[src/rtl/effect_looper.sv]
// Loop recorder/player stage: records the delay-effect output into SRAM and
// replays it mixed with the live signal, owning the SRAM port only while busy.
module effect_looper #(
   parameter logic [19:0] BASE_ADDR   = 20'h80000,
   parameter logic [19:0] MAX_SAMPLES = 20'h7FFFF
) (
   input  logic               i_AUD_BCLK,
   input  logic               i_rst_n,
   input  logic               i_valid,
   input  logic signed [15:0] i_data,
   input  logic               i_key,
   input  logic [2:0]         i_level,
   input  logic signed [15:0] i_sram_rdata,
   output logic [19:0]        o_sram_addr,
   output logic               o_sram_we_n,
   output logic [15:0]        o_sram_wdata,
   output logic               o_sram_busy,
   output logic signed [15:0] o_data,
   output logic               o_valid,
   output logic [1:0]         o_mode,
   output logic               o_overrun
);

   typedef enum logic [1:0] {
      MODE_IDLE   = 2'd0,
      MODE_RECORD = 2'd1,
      MODE_PLAY   = 2'd2
   } mode_e;

   mode_e              mode_q, mode_d, smode_q, smode_d;
   logic [1:0]         stg_q, stg_d;
   logic               pend_q, pend_d;
   logic [19:0]        wr_ptr_q, wr_ptr_d, rd_ptr_q, rd_ptr_d, loop_len_q, loop_len_d;
   logic signed [15:0] live_q, live_d;
   logic [19:0]        addr_q, addr_d;
   logic               we_n_q, we_n_d, busy_q, busy_d;
   logic [15:0]        wdata_q, wdata_d;
   logic signed [15:0] data_q, data_d;
   logic               valid_q, valid_d, overrun_q, overrun_d;
   logic               accept, key_now, apply_key;

   function automatic logic signed [15:0] sat16(input logic signed [19:0] v);
      if (v > 20'sd32767)
         sat16 = 16'sh7FFF;
      else if (v < -20'sd32768)
         sat16 = 16'sh8000;
      else
         sat16 = v[15:0];
   endfunction

   // live + (loop * (level+1)) >>> 3, in a 20-bit signed intermediate
   function automatic logic signed [15:0] mix(input logic signed [15:0] live,
                                              input logic signed [15:0] loop,
                                              input logic [2:0]         lvl);
      logic signed [19:0] gain, prod, sum;
      gain = $signed({16'd0, ({1'b0, lvl} + 4'd1)});
      prod = $signed({{4{loop[15]}}, loop}) * gain;
      sum  = $signed({{4{live[15]}}, live}) + (prod >>> 3);
      mix  = sat16(sum);
   endfunction

   always_comb begin
      mode_d     = mode_q;
      smode_d    = smode_q;
      stg_d      = stg_q;
      pend_d     = pend_q;
      wr_ptr_d   = wr_ptr_q;
      rd_ptr_d   = rd_ptr_q;
      loop_len_d = loop_len_q;
      live_d     = live_q;
      addr_d     = addr_q;
      we_n_d     = we_n_q;
      busy_d     = busy_q;
      wdata_d    = wdata_q;
      data_d     = data_q;
      valid_d    = 1'b0;
      overrun_d  = overrun_q;

      accept  = i_valid && (stg_q == 2'd0);
      key_now = i_key || pend_q;

      if (i_valid && (stg_q != 2'd0))
         overrun_d = 1'b1;

      unique case (stg_q)
         2'd0: begin
            if (accept) begin
               stg_d   = 2'd1;
               smode_d = mode_q;
               live_d  = i_data;
               if (mode_q != MODE_IDLE) begin
                  busy_d = 1'b1;
                  addr_d = BASE_ADDR + ((mode_q == MODE_RECORD) ? wr_ptr_q : rd_ptr_q);
                  we_n_d = (mode_q != MODE_RECORD);
                  if (mode_q == MODE_RECORD)
                     wdata_d = i_data;
               end
            end
         end
         2'd1: begin
            stg_d  = 2'd2;
            we_n_d = 1'b1;
            if (smode_q == MODE_RECORD) begin
               // A full loop region ends recording on its own
               if (wr_ptr_q == MAX_SAMPLES - 20'd1) begin
                  mode_d     = MODE_PLAY;
                  loop_len_d = MAX_SAMPLES;
                  rd_ptr_d   = 20'd0;
                  wr_ptr_d   = 20'd0;
               end else begin
                  wr_ptr_d = wr_ptr_q + 20'd1;
               end
            end
         end
         2'd2: begin
            stg_d   = 2'd3;
            busy_d  = 1'b0;
            addr_d  = 20'd0;
            valid_d = 1'b1;
            if (smode_q == MODE_PLAY) begin
               data_d   = mix(live_q, i_sram_rdata, i_level);
               rd_ptr_d = (rd_ptr_q + 20'd1 == loop_len_q) ? 20'd0 : rd_ptr_q + 20'd1;
            end else begin
               data_d = live_q;
            end
         end
         default: stg_d = 2'd0;
      endcase

      // Keys act only between samples; otherwise one press is held until o_valid
      apply_key = key_now && (((stg_q == 2'd0) && !accept) || (stg_q == 2'd3));
      if (((stg_q == 2'd0) && !accept) || (stg_q == 2'd3))
         pend_d = 1'b0;
      else
         pend_d = key_now;

      if (apply_key) begin
         unique case (mode_q)
            MODE_IDLE: begin
               mode_d   = MODE_RECORD;
               wr_ptr_d = 20'd0;
            end
            MODE_RECORD: begin
               mode_d     = (wr_ptr_q == 20'd0) ? MODE_IDLE : MODE_PLAY;
               loop_len_d = wr_ptr_q;
               rd_ptr_d   = 20'd0;
            end
            default: mode_d = MODE_IDLE;
         endcase
      end
   end

   always_ff @(posedge i_AUD_BCLK or negedge i_rst_n) begin
      if (!i_rst_n) begin
         mode_q     <= MODE_IDLE;
         smode_q    <= MODE_IDLE;
         stg_q      <= 2'd0;
         pend_q     <= 1'b0;
         wr_ptr_q   <= 20'd0;
         rd_ptr_q   <= 20'd0;
         loop_len_q <= 20'd0;
         live_q     <= 16'sd0;
         addr_q     <= 20'd0;
         we_n_q     <= 1'b1;
         busy_q     <= 1'b0;
         wdata_q    <= 16'd0;
         data_q     <= 16'sd0;
         valid_q    <= 1'b0;
         overrun_q  <= 1'b0;
      end else begin
         mode_q     <= mode_d;
         smode_q    <= smode_d;
         stg_q      <= stg_d;
         pend_q     <= pend_d;
         wr_ptr_q   <= wr_ptr_d;
         rd_ptr_q   <= rd_ptr_d;
         loop_len_q <= loop_len_d;
         live_q     <= live_d;
         addr_q     <= addr_d;
         we_n_q     <= we_n_d;
         busy_q     <= busy_d;
         wdata_q    <= wdata_d;
         data_q     <= data_d;
         valid_q    <= valid_d;
         overrun_q  <= overrun_d;
      end
   end

   assign o_sram_addr  = addr_q;
   assign o_sram_we_n  = we_n_q;
   assign o_sram_wdata = wdata_q;
   assign o_sram_busy  = busy_q;
   assign o_data       = data_q;
   assign o_valid      = valid_q;
   assign o_mode       = mode_q;
   assign o_overrun    = overrun_q;

endmodule

[config.mk]
export PLATFORM = sky130hd
export DESIGN_NAME = effect_looper
export DESIGN_NICKNAME = d
export VERILOG_FILES = /design/src/rtl/effect_looper.sv
export SDC_FILE = /design/constraint.sdc
export NUM_CORES = 1
export LEC_CHECK = 0
export ABC_AREA = 0
export ABC_CLOCK_PERIOD_IN_PS = 2620
export CAP_MARGIN = 20
export CORE_MARGIN = 2
export CORE_UTILIZATION = 35
export CTS_CLUSTER_DIAMETER = 100
export DETAILED_ROUTE_END_ITERATION = 10
export GPL_ROUTABILITY_DRIVEN = 1
export GPL_TIMING_DRIVEN = 0
export PLACE_DENSITY_LB_ADDON = 0.25
export SYNTH_ARGS = -nofsm -noshare
export SYNTH_HDL_FRONTEND = slang
export SYNTH_SLANG_ARGS = --single-unit
export TNS_END_PERCENT = 30
[constraint.sdc]
create_clock -name i_AUD_BCLK -period 2.62 [get_ports i_AUD_BCLK]
set_input_delay 0.524 -clock i_AUD_BCLK [delete_from_list [all_inputs] [get_ports i_AUD_BCLK]]
set_output_delay 0.524 -clock i_AUD_BCLK [all_outputs]
set_load 0.005 [all_outputs]
==> flow_metrics.tcl, run 1 <==
set metrics [dict create \
    status "finished with violations" \
    violations "negative setup slack" \
    p_comb_share_pct 62.7 \
    syn_nets 1281 \
    vias 9069 \
    synth_cell_type_count 78 \
    wl_per_cell_um 17.90 \
    drcViolationCount 0 \
    num_rows 62 \
    reg2regPathDepth 12 \
    power.switching_w 0.006838 \
    crit_top_cell "ha_4" \
    vdd_drop_max_mv 0.5963 \
    clock-root-buffer "clkbuf_16" \
    fin_crit_sh_pct 230.2 \
    worstPathArrival_ps 6370 \
    hold_viol 0 \
    powerDensity_nw_per_um2 1104 \
    synth_edf_count 0 \
    pwr-share-seq_pct 21.6 \
    p_leak_nw 6.044 \
    crit_start "i_level[0]" \
    drt-total-wl_um 30540 \
    syn_area_um2 10320 \
    crit_path_end "o_data[3]" \
    cts_buffers 17 \
    r2r-end "o_data[3]" \
    synth_top_area_share_pct 33.45 \
    avgViaCountPerCell 5.316 \
    path_clk_slew_ps 70 \
    layout_commonest_cell "dfrtp_1" \
    die_area_um2 30880 \
    fill_cells 2728 \
    area_delta_synth_final_pct 34.63 \
    cts_tree "done" \
    whs_ps 77.67 \
    slowest_stage "or4_4" \
    layout-drive-gt1-share_pct 23.60 \
    dp_slack_ps -5101 \
    tightest_slew_ps 735.1 \
    setup_ws_ps -3412 \
    gp_congestion 0.8831 \
    path_max_fanout 4 \
    ios 97 \
    max_freq_ghz 0.1658 \
    highest_layer "met4" \
    cap_violations 0 \
    finish.net_count 1442 \
    port_buffers 96 \
    crit_path_max_incr_delay_ps 530 \
    wl_met2_um 14030 \
    yosysWarnings 0 \
    setup_viol 34 \
    grt_start_max_net_pins 78 \
    ys_seq_elements 139 \
    grt_pass1_vias 8909 \
    dpl.hpwl_um 21970 \
    drt-initial-drc-count 599 \
    grtUsageTotal_pct 19.75 \
    synth_seq_area_share_pct 33.71 \
    die_y_um 175.7 \
    grt_pass1_wl_um 48360 \
    period_minus_slack_ps 6032 \
    antenna_found_initial 0 \
    fin_util_pct 48.16 \
    swShare_pct 44.56 \
    synth_area_per_cell_um2 8.992 \
    regToRegSetupSlack_ps -550 \
    core-area_um2 28860 \
    synth-main-ff-cell "dfrtp_1" \
    clk_path_buf_depth 2 \
    drt-pass1-iter-count 7 \
    reg2reg_from "live_q[0]" \
    start_kind "input port" \
    slew-limit-headroom_pct 50.99 \
    clock-sinks 139 \
    diodes 0 \
    ant_nets 0 \
    pwr-share-clk_pct 15.7 \
    met1_length_um 14450 \
    endpoint_kind "flop" \
    clock_skew_ps 12.33 \
    clock_latency_ps 440 \
    start_util_pct 35.77 \
    die_w_um 175.7 \
    synth_area_leaders "dfrtp_1, ha_1, fa_1" \
    slew_viol_final 0 \
    power_w 0.01535 \
    async_reset_ff_share_pct 100.0 \
    synthCells 1148 \
    wl_met3_um 1384 \
    path_class "input port to flop" \
    layout.cells.most_common_list "dfrtp_1, nand2_1, nor2_1" \
    gr-total-overflow 0 \
    cts_hold_buf 0 \
    p_int_w 0.008509 \
    crit_required_ps 2960 \
    yosysTopAreaCell "dfrtp_1" \
    h-tree-depth 4 \
    hold_class "input port to asynchronous set/reset pin" \
    rsz0062_at_grt "yes" \
]
[metrics by stage]
| step | setup TNS (ps) | std cells | area (um2) |
|---|---|---|---|
| after floorplan | -51970 | 1148 | 10600 |
| after global placement | -787340 | 1628 | 12040 |
| after detailed placement | -111900 | 1629 | 12070 |
| after CTS | -53690 | 1686 | 13300 |
| after global routing | -60380 | 1706 | 13900 |
| final | -55420 | 1706 | 13900 |
[cell usage after synthesis (all sizes together) (6+ instances only)]
library cell / instances
a21o: 10
nor2b: 14
buf: 13
nand2b: 23
nor2: 104
inv: 73
nor4: 9
mux2: 37
or3: 7
mux2i: 25
ha: 61
a21oi: 39
nand3: 36
a31oi: 14
nand4: 14
xnor2: 32
and4: 10
a221oi: 13
o22ai: 6
nand2: 125
xor2: 36
clkbuf: 46
dfrtp: 138
nand3b: 6
nor3: 16
o21a: 6
o21ai: 77
fa: 33
and2: 50
and3: 10
[repair_timing]
action | 4_1_cts | 5_1_grt
cloned | 2 | 1
buffers inserted | 28 | 20
endpoints found under the setup margin | 98 | 82
resized for setup | 115 | 109
pin swaps | 59 | 68
[worst min-delay path by stage]
stage	cells after the start	to	from
after global routing	1	o_sram_busy	i_rst_n
final	1	o_sram_busy	i_rst_n
after CTS	1	o_sram_busy	i_rst_n
after detailed placement	1	o_overrun	o_overrun
after floorplan	0	live_q[0]	i_rst_n
after global placement	1	o_overrun	o_overrun
[power groups by stage]
stage	Combinational, W	Sequential, W	Clock, W
after CTS	0.00875	0.00327	0.00245
after floorplan	0.00533	0.00315	0
after detailed placement	0.00748	0.00329	0
after global routing	0.0104	0.00339	0.00254
after global placement	0.00738	0.00328	0
final	0.00962	0.00331	0.00241
[registers in the layout (all words and copies together), names as in the netlist, 2 cells and up]
name	flops
live_q	16
loop_len_q	20
o_data	16
o_mode	2
o_sram_addr	20
o_sram_wdata	16
rd_ptr_q	20
smode_q	2
stg_q	2
wr_ptr_q	20
[critical path: cells and delay by family]
| kind | cells | cell delay, ps |
|---|---|---|
| xor+xnor | 2 | 340 |
| buf+inv | 6 | 630 |
| compound gates | 9 | 1890 |
| fa+ha+maj | 6 | 1830 |
| simple gates | 6 | 1130 |
[cells by family after synthesis]
group	synth area share, %
AO/OA/AOI/OAI	13.77
XOR/XNOR	5.770
multiplexers	6.461
buffers and inverters	5.127
AND/OR/NAND/NOR	21.37
flip-flops	33.71
adder cells (fa/ha/maj)	13.79
[layout make-up]
cell class	instances	area, um2	share of cell area [%]
clock inverters	15	167.7	1.206
well taps	384	480.5	3.457
inverters	73	274.0	1.972
plain buffers	53	310.3	2.233
flip-flops and latches	139	3483	25.07
repair buffers	148	1419	10.21
clock buffers	17	425.4	3.061
multi-input cells	877	7337	52.80
[per-layer routing]
layer,up-vias,GRT usage [%]
li1,4304,-
met1,4453,28.28
met2,262,30.79
met3,50,2.879
met4,0,6.198
met5,-,0
No activity file was read; power rests on OpenSTA's default activity.
==> run 2: changes to the inputs <==
--- a/config.mk
+++ b/config.mk
@@ -9,11 +9,12 @@
 export ABC_CLOCK_PERIOD_IN_PS = 2620
 export CAP_MARGIN = 20
 export CORE_MARGIN = 2
-export CORE_UTILIZATION = 35
+export CORE_UTILIZATION = 30
 export CTS_CLUSTER_DIAMETER = 100
 export DETAILED_ROUTE_END_ITERATION = 10
 export GPL_ROUTABILITY_DRIVEN = 1
 export GPL_TIMING_DRIVEN = 0
+export MAX_ROUTING_LAYER = met4
 export PLACE_DENSITY_LB_ADDON = 0.25
 export SYNTH_ARGS = -nofsm -noshare
 export SYNTH_HDL_FRONTEND = slang
==> run 2 against run 1 <==
Net effect:
- critical path type unchanged
- critical endpoint unchanged
- the run still ends with negative setup slack left
- largest cell class unchanged
- setup slack better by 140 ps
- critical path depth stayed put
- non-clock buffer count increased by 9
==> flow_metrics.tcl, run 2 (same netlist as run 1, synthesis figures left out) <==
set metrics [dict create \
    diodes 0 \
    grt_start_max_net_pins 93 \
    layout_commonest_cell "dfrtp_1" \
    crit_required_ps 2970 \
    postLayoutCellArea_um2 14050 \
    vdd_drop_max_mv 0.5638 \
    endpoint_kind "flop" \
    start_util_pct 30.63 \
    fin_crit_sh_pct 225.0 \
    setup_ws_ps -3275 \
    wl_per_cell_um 17.67 \
    p_leak_nw 6.092 \
    rsz0062_at_grt "yes" \
    drt-initial-drc-count 548 \
    finish.net_count 1451 \
    cap_violations 0 \
    path_max_fanout 8 \
    start_kind "input port" \
    status "finished with violations" \
    path_class "input port to flop" \
    layout-drive-gt1-share_pct 23.01 \
    grt_pass1_vias 8996 \
    max_freq_ghz 0.1696 \
    crit_path_max_incr_delay_ps 500 \
    dpl.hpwl_um 22670 \
    ios 97 \
    fin_util_pct 41.69 \
    worstPathArrival_ps 6250 \
    cts_tree "done" \
    die_y_um 189.5 \
    tightest_slew_ps 895.6 \
    slowest_stage "fa_1" \
    die_w_um 189.5 \
    drcViolationCount 0 \
    clock_latency_ps 440 \
    gp_congestion 0.8868 \
    hold_class "input port to asynchronous set/reset pin" \
    clock-sinks 139 \
    clock-root-buffer "clkbuf_16" \
    crit_top_cell "ha_4" \
    antenna_found_initial 0 \
    slew_viol_final 0 \
    path_clk_slew_ps 80 \
    core-area_um2 33700 \
    grtUsageTotal_pct 18.03 \
    cts_buffers 17 \
    slew-limit-headroom_pct 40.29 \
    port_buffers 96 \
    drt-total-wl_um 31410 \
    die_area_um2 35910 \
    gr-total-overflow 0 \
    reg2regPathDepth 12 \
    drt-pass1-iter-count 5 \
    h-tree-depth 4 \
    cts_hold_buf 0 \
    area_delta_synth_final_pct 36.12 \
    fill_cells 3290 \
    power_w 0.01567 \
    powerDensity_nw_per_um2 1115 \
    grt_pass1_wl_um 49580 \
    layout.cells.most_common_list "dfrtp_1, nand2_1, nor2_1" \
    violations "negative setup slack" \
    vias 8962 \
    setup_viol 36 \
    clk_path_buf_depth 2 \
    ant_nets 0 \
    num_rows 67 \
    avgViaCountPerCell 5.040 \
    hold_viol 0 \
    place_area_um2 12150 \
    period_minus_slack_ps 5895 \
    clock_skew_ps 18.01 \
]
-- run 2: cell count changes in the layout (fill, tap and decap cells not counted), moves of 3 or more --
| cell | previous run | this run |
|---|---|---|
| nand3_1 | 27 | 30 |
| nand2_2 | 14 | 6 |
| clkinvlp_4 | 1 | 4 |
| clkinv_8 | 4 | 0 |
| inv_8 | 3 | 0 |
| nand2_1 | 109 | 115 |
| ha_2 | 4 | 1 |
| inv_6 | 6 | 3 |
| clkbuf_2 | 14 | 9 |
| nand3_4 | 4 | 1 |
| buf_4 | 42 | 48 |
| ha_1 | 37 | 41 |
-- run 2: repair_timing --
item                                    4_1_cts  5_1_grt
endpoints found under the setup margin      107       80
pin swaps                                    60       58
resized for setup                           114      101
setup buffers                                28       29
cloned                                        2        2
-- run 2: worst paths after layout --
path / to / slack [ps] / start
min in group i_AUD_BCLK: o_overrun / 470 / o_overrun
max reg2reg: o_data[11] / -540 / live_q[0]
min reg2reg: o_overrun / 470 / o_overrun
max: o_data[3] / -3270 / i_level[0]
max in group asynchronous: rd_ptr_q[0] / 1710 / i_rst_n
min: wr_ptr_q[15] / 30 / i_rst_n
-- run 2: power breakdown --
group	internal [W]	switching [W]	total (W)
clock	0.00134	0.00104	0.00238
combinational	0.00472	0.00527	0.00999
sequential	0.00275	0.000559	0.00331
total	0.00880	0.00687	0.0157
-- run 2: stage by stage --
stage | hold WS [ps] | setup TNS [ps] | setup WS [ps] | instances
final | 28.61 | -53210 | -3275 | 1778
after global routing | 64.29 | -58390 | -3480 | 1778
after CTS | 34.05 | -52150 | -3273 | 1748
after detailed placement | 448.2 | -118660 | -5054 | 1693
after global placement | 441.9 | -808320 | -5072 | 1692
after floorplan | 228.4 | -51970 | -3307 | 1148
-- run 2: final cells by class --
| cell class | instances | area, um2 | area share (%) |
|---|---|---|---|
| Multi-Input combinational cell | 877 | 7330 | 52.16 |
| Sequential cell | 139 | 3485 | 24.80 |
| Timing Repair Buffer | 158 | 1515 | 10.78 |
| Tap cell | 448 | 560.5 | 3.989 |
| Clock buffer | 19 | 442.9 | 3.152 |
| Buffer | 52 | 326.6 | 2.324 |
| Inverter | 73 | 274.0 | 1.950 |
| Clock inverter | 12 | 117.6 | 0.8370 |
-- run 2: critical path: cells and delay by family --
kind / cells / cell delay (ps)
adder cells (fa/ha/maj): 6 / 1970
XOR/XNOR: 2 / 360
AND/OR/NAND/NOR: 6 / 920
buffers and inverters: 6 / 610
AO/OA/AOI/OAI: 9 / 1880
-- run 2: layer usage --
metal  share of wire [%]  routed length, um  vias to the layer above  global-route usage [%]
met2                  46              14470                      174                   27.37
met4                 2.3                733                        0                   6.202
met1                  48              15150                     4429                   24.79
met3                 3.4               1054                       43                   2.298
met5                   0                  0                        -                       -
li1                    -                  -                     4316                       -
==> run 3: changes to the inputs <==
--- a/config.mk
+++ b/config.mk
@@ -5,9 +5,7 @@
 export SDC_FILE = /design/constraint.sdc
 export NUM_CORES = 1
 export LEC_CHECK = 0
-export ABC_AREA = 0
 export ABC_CLOCK_PERIOD_IN_PS = 2620
-export CAP_MARGIN = 20
 export CORE_MARGIN = 2
 export CORE_UTILIZATION = 30
 export CTS_CLUSTER_DIAMETER = 100
==> results of run 3 <==
The final DEF is identical to that of run 2; final timing and power are the same.
==> RTL edit 1 (settings of run 3) <==
Register the output `o_sram_addr` once more, without a reset; this adds one clock of latency there. The other outputs are not delayed to match.
--- a/src/rtl/effect_looper.sv
+++ b/src/rtl/effect_looper.sv
@@ -186,7 +186,9 @@
       end
    end
 
-   assign o_sram_addr  = addr_q;
+   always_ff @(posedge i_AUD_BCLK) begin
+      o_sram_addr <= addr_q;
+   end
    assign o_sram_we_n  = we_n_q;
    assign o_sram_wdata = wdata_q;
    assign o_sram_busy  = busy_q;
Check against the original RTL: not equivalent (a bounded check fails within 4 cycles, from zero or initial values and one cycle with i_rst_n low).
==> RTL edit 1 against run 3 <==
The flow still finishes with violations (negative setup slack); non-clock buffer count increased by 5; clock power is 5% higher; setup slack worse by 0.27 ns; final area rose by 0.39%; synthesized area is 2.1% higher; clock skew increased by 0.0059 ns; die area up 2.0%; sequential cell count is 20 higher; sequential share of layout area is 2.7 points higher; final cell count fell by 0.45%; wire length down 7.4%; power is 1.2% higher; worst hold slack gained 0.056 ns.
==> RTL edit 1: results (changes against run 3) <==
* Status: finished, violations left
* Failing checks: negative setup slack
* Final Wtd Congestion at 0.839 (-5.4%)
* Setup-failing EPs final at 36 (unchanged)
* Final HPWL DP at 21.3 mm (-6.1%)
* Reg-to-Reg End: o_data[9]
* Int Pwr at 9.13 mW (+3.8%)
* Top cells by area, synth: dfrtp_1 (33%), ha_1 (7.2%), fa_1 (6.3%)
* First-pass GRT wire length at 46.3 mm (-6.6%)
* Final worst slack at -3.54 ns (-0.265 ns)
* Max VDD drop at 0.839 mV (+49%)
* Initial drt markers at 517 (-5.7%)
* Synth Instances at 1124 (-2.1%)
* CP max FO at 7 (-1)
* Yosys cell types at 72 (-7.7%)
* CP max stage delay at 0.55 ns (+0.05 ns)
* Wire per inst at 16.4 um (-6.9%)
* Total negative setup slack at -58.33 ns (-5.12 ns)
* Crit path from: i_level[1]
* Cts repair resizes at 117 (+2.6%)
* Dpl cells at 1675 (-1.1%)
* Number of global-route vias before repair at 8724 (-3.0%)
* Largest net degree at the start of global routing at 80 (-14%)
* Slowest-stage cell, CP: or4_4
* WP data arrival at 6.51 ns (+0.26 ns)
==> RTL edit 1: changes by cell type after synthesis, moves of 10 or more <==
cell / before / now
a221oi_1: 13 / 1
dfxtp_1: 0 / 20
inv_1: 73 / 87
nand2_1: 124 / 103
nand3_1: 35 / 25
nor2_1: 104 / 85
o31ai_1: 2 / 16
xnor2_1: 32 / 45
xor2_1: 36 / 26
==> RTL edit 1: cell type report <==
type,instances,area (sq um)
buffer,52,314
sequential,159,3880
clock buffer,20,479
inverter,87,327
fill,3422,20400
clock inverter,12,110
multi-input combinational,822,6800
tap,455,569
timing repair buffer,163,1620
==> RTL edit 1: routing by layer <==
layer	share of wire (%)	vias to the layer above	GRT usage, %
met1	44	4246	20.4
li1	-	4205	-
met2	49	204	27.6
met5	0	-	-
met3	3.9	45	3.03
met4	2.6	0	5.89
==> RTL edit 1: worst max-delay path, delay by kind of cell <==
| kind | cells | cell delay [ns] |
|---|---|---|
| compound gates | 9 | 1.76 |
| xor+xnor | 2 | 0.31 |
| fa+ha+maj | 6 | 1.88 |
| buf+inv | 6 | 0.66 |
| simple gates | 9 | 1.34 |
==> RTL edit 1: power by group through the flow <==
stage,Clock [mW],Combinational (mW),Sequential (mW)
after detailed placement,0,7.51,3.71
after floorplan,0,5.41,3.53
after CTS,2.57,9.09,3.67
after global routing,2.68,10.6,3.75
after global placement,0,7.42,3.70
final,2.51,9.68,3.67
==> RTL edit 1: logic make-up (layout without fill, tap and decap cells) <==
group / count (synthesis) / count (layout) / synth area share (%)
and+or+nand+nor: 373 / 373 / 18.0
AOI/OAI and AO/OA: 229 / 229 / 14.6
DFF: 159 / 159 / 36.8
buffers and inverters: 143 / 334 / 5.53
adders and majority gates: 94 / 94 / 13.5
xor gates and xnor gates: 71 / 71 / 5.90
muxes: 55 / 55 / 5.67
==> RTL edit 2 (config.mk and constraints of run 3) <==
Without the edit above. Set the parameter `MAX_SAMPLES` to 20'h3FFFF (it was 20'h7FFFF).
--- a/src/rtl/effect_looper.sv
+++ b/src/rtl/effect_looper.sv
@@ -2,7 +2,7 @@
 // replays it mixed with the live signal, owning the SRAM port only while busy.
 module effect_looper #(
    parameter logic [19:0] BASE_ADDR   = 20'h80000,
-   parameter logic [19:0] MAX_SAMPLES = 20'h7FFFF
+   parameter logic [19:0] MAX_SAMPLES = 20'h3FFFF
 ) (
    input  logic               i_AUD_BCLK,
    input  logic               i_rst_n,
Behaviour: no difference found for any inputs over 4 cycles, from zero or initial values and one cycle with i_rst_n low; that may be too few to reach the edited logic, so the function may still have changed.
==> RTL edit 2 against run 3 <==
The flow still finishes with violations (negative setup slack); count of clock-buffer cells in the layout is 1 lower; final area is 2.5% lower; fmax is 1.8% lower; via count is 0.83% lower; sequential cell count stayed put; synthesized cell count is 1.8% lower; non-clock buffer count is 2 lower; synthesized area is 1.6% lower; sequential power is 3% higher; power is 0.45% lower; worst hold slack better by 0.064 ns; wire length is 3.5% lower; setup slack worse by 0.11 ns; largest cell class unchanged; largest power group unchanged; highest routed layer unchanged.
==> RTL edit 2: results (changes against run 3) <==
* Status: finished, violations left
* Failing checks: negative setup slack
* Seq/Total Area, Yosys at 34.3% (+0.54 points)
* Number of global-route vias before repair at 8980 (-0.18%)
* FFs w/ async S/R, synth at 100% (unchanged)
* CP max stage delay at 0.51 ns
* Share of cells above drive strength 1 at 21.4% (-1.6 points)
* Drt total wl at 30.3 mm (-3.5%)
* # nets final at 1431 (-1.4%)
* WP data arrival at 6.32 ns (+0.07 ns)
* Slowest-stage cell, CP: fa_1
* Setup slack, reg-to-reg at -0.70 ns (-0.16 ns)
* Leak at 5.85 nW (-4.0%)
* Via density at 5.05 (+0.25%)
* Reg clk slew, reported paths at 0.06 ns (-0.02 ns)
* Top cells by area, synth: dfrtp_1 (34%), ha_1 (7.5%), fa_1 (6.5%)
* Final Wtd Congestion at 0.885 (-0.18%)
* Net Count, Synth at 1260 (-1.6%)
* Setup-failing EPs final at 36 (unchanged)
* Slew @ Worst Pin at 0.865 ns (-0.0304 ns)
* Final clock skew at 0.0122 ns (-0.00580 ns)
* Tot GR Track Use at 17.9% (-0.17 points)
* Clk_lat worst skew at 0.43 ns
* First-pass GRT wire length at 48.6 mm (-1.9%)
* Reg2Reg Depth at 13 (+1)
* Reg-to-reg startpoint: live_q[0]
* Largest net degree at the start of global routing at 76 (-18%)
* Total negative setup slack at -61.15 ns (-7.94 ns)
* Yosys cell types at 68 (-13%)
* Pre-CTS setup slack at -5.05 ns (+0.00408 ns)
* Hold Slack at 0.0924 ns (+0.0638 ns)
* CP Capture Point: o_data[12]
* IO buf count at 95 (-1.0%)
* Synth top cells by count: dfrtp_1 (138), nand2_1 (130), o21ai_0 (80), nor2_1 (76), inv_1 (74)
* Max VDD drop at 0.599 mV (+6.3%)
* Final worst slack at -3.38 ns (-0.108 ns)
* Initial drt markers at 489 (-11%)
* CP max FO at 7 (-1)
* Reg-to-Reg End: o_data[2]
* CTS H-tree depth at 4 (unchanged)
* Final HPWL DP at 21.8 mm (-3.6%)
RTL edit 2: cell count changes after synthesis, moves of 5 or more:
cell	delta
a21oi_1	+8
a221oi_1	-10
a41oi_1	+6
and4_1	-5
clkbuf_1	+7
mux2i_1	-7
nand2_1	+6
nand3_1	-13
nand4_1	-6
nor2_1	-28
o21ai_0	+5
o221a_2	+10
xnor2_1	+13
xor2_1	-7
RTL edit 2: worst min-delay path by stage:
| stage | startpoint | endpoint | cells past startpoint |
|---|---|---|---|
| CTS | i_rst_n | o_sram_addr[16] | 1 |
| global placement | o_overrun | o_overrun | 1 |
| finish | i_rst_n | o_sram_addr[16] | 1 |
| detailed placement | o_overrun | o_overrun | 1 |
| global route | i_rst_n | o_sram_addr[16] | 1 |
| floorplan | i_rst_n | live_q[0] | 0 |
RTL edit 2: what timing repair did:
item,4_1_cts,5_1_grt
pin swaps,64,47
gates cloned,2,0
gates resized for setup,128,60
setup buffers,49,9
setup endpoints to repair,78,97
RTL edit 2: area by class of cell:
class                      instances  area [sq um]
clock buffer                      18           429
clock inverter                    14           184
tap                              448           561
timing repair buffer             155          1480
buffer                            53           284
inverter                          75           283
sequential                       139          3490
multi-input combinational        857          6990
fill                            3283         19700
RTL edit 2: stage by stage:
stage	area, sq um	std cells
after floorplan	10300	1127
after global placement	11800	1670
after detailed placement	11900	1671
after CTS	13400	1751
after global routing	13700	1759
final	13700	1759
RTL edit 2: routing by layer:
layer | wire length [um] | track usage (%)
met1 | 12800 | 20.7
met2 | 15000 | 29.8
met3 | 1610 | 4.44
met4 | 940 | 6.84
met5 | 0 | -
RTL edit 2: cell families (layout without fill, tap and decap cells):
family,count (synthesis),after routing,share of synthesized area [%]
mux,52,52,5.54
buf+inv,132,315,4.94
simple gates,403,404,20.0
xor+xnor,74,74,6.38
compound gates,233,233,14.9
fa+ha+maj,94,94,14.0
flops,139,139,34.3
RTL edit 2: worst max-delay path, delay by kind of cell:
family,cells,cell delay (ns)
AOI/OAI and AO/OA,10,1.96
and+or+nand+nor,6,0.88
xor gates and xnor gates,3,0.57
buffers and inverters,5,0.50
adders and majority gates,6,1.85
RTL edit 2: where the power goes:
part           internal, mW  switching, mW  leakage [nW]
combinational          4.61           5.04          3.78
sequential             2.82          0.577          1.78
clock                  1.52           1.03         0.286
total                  8.95           6.65          5.85
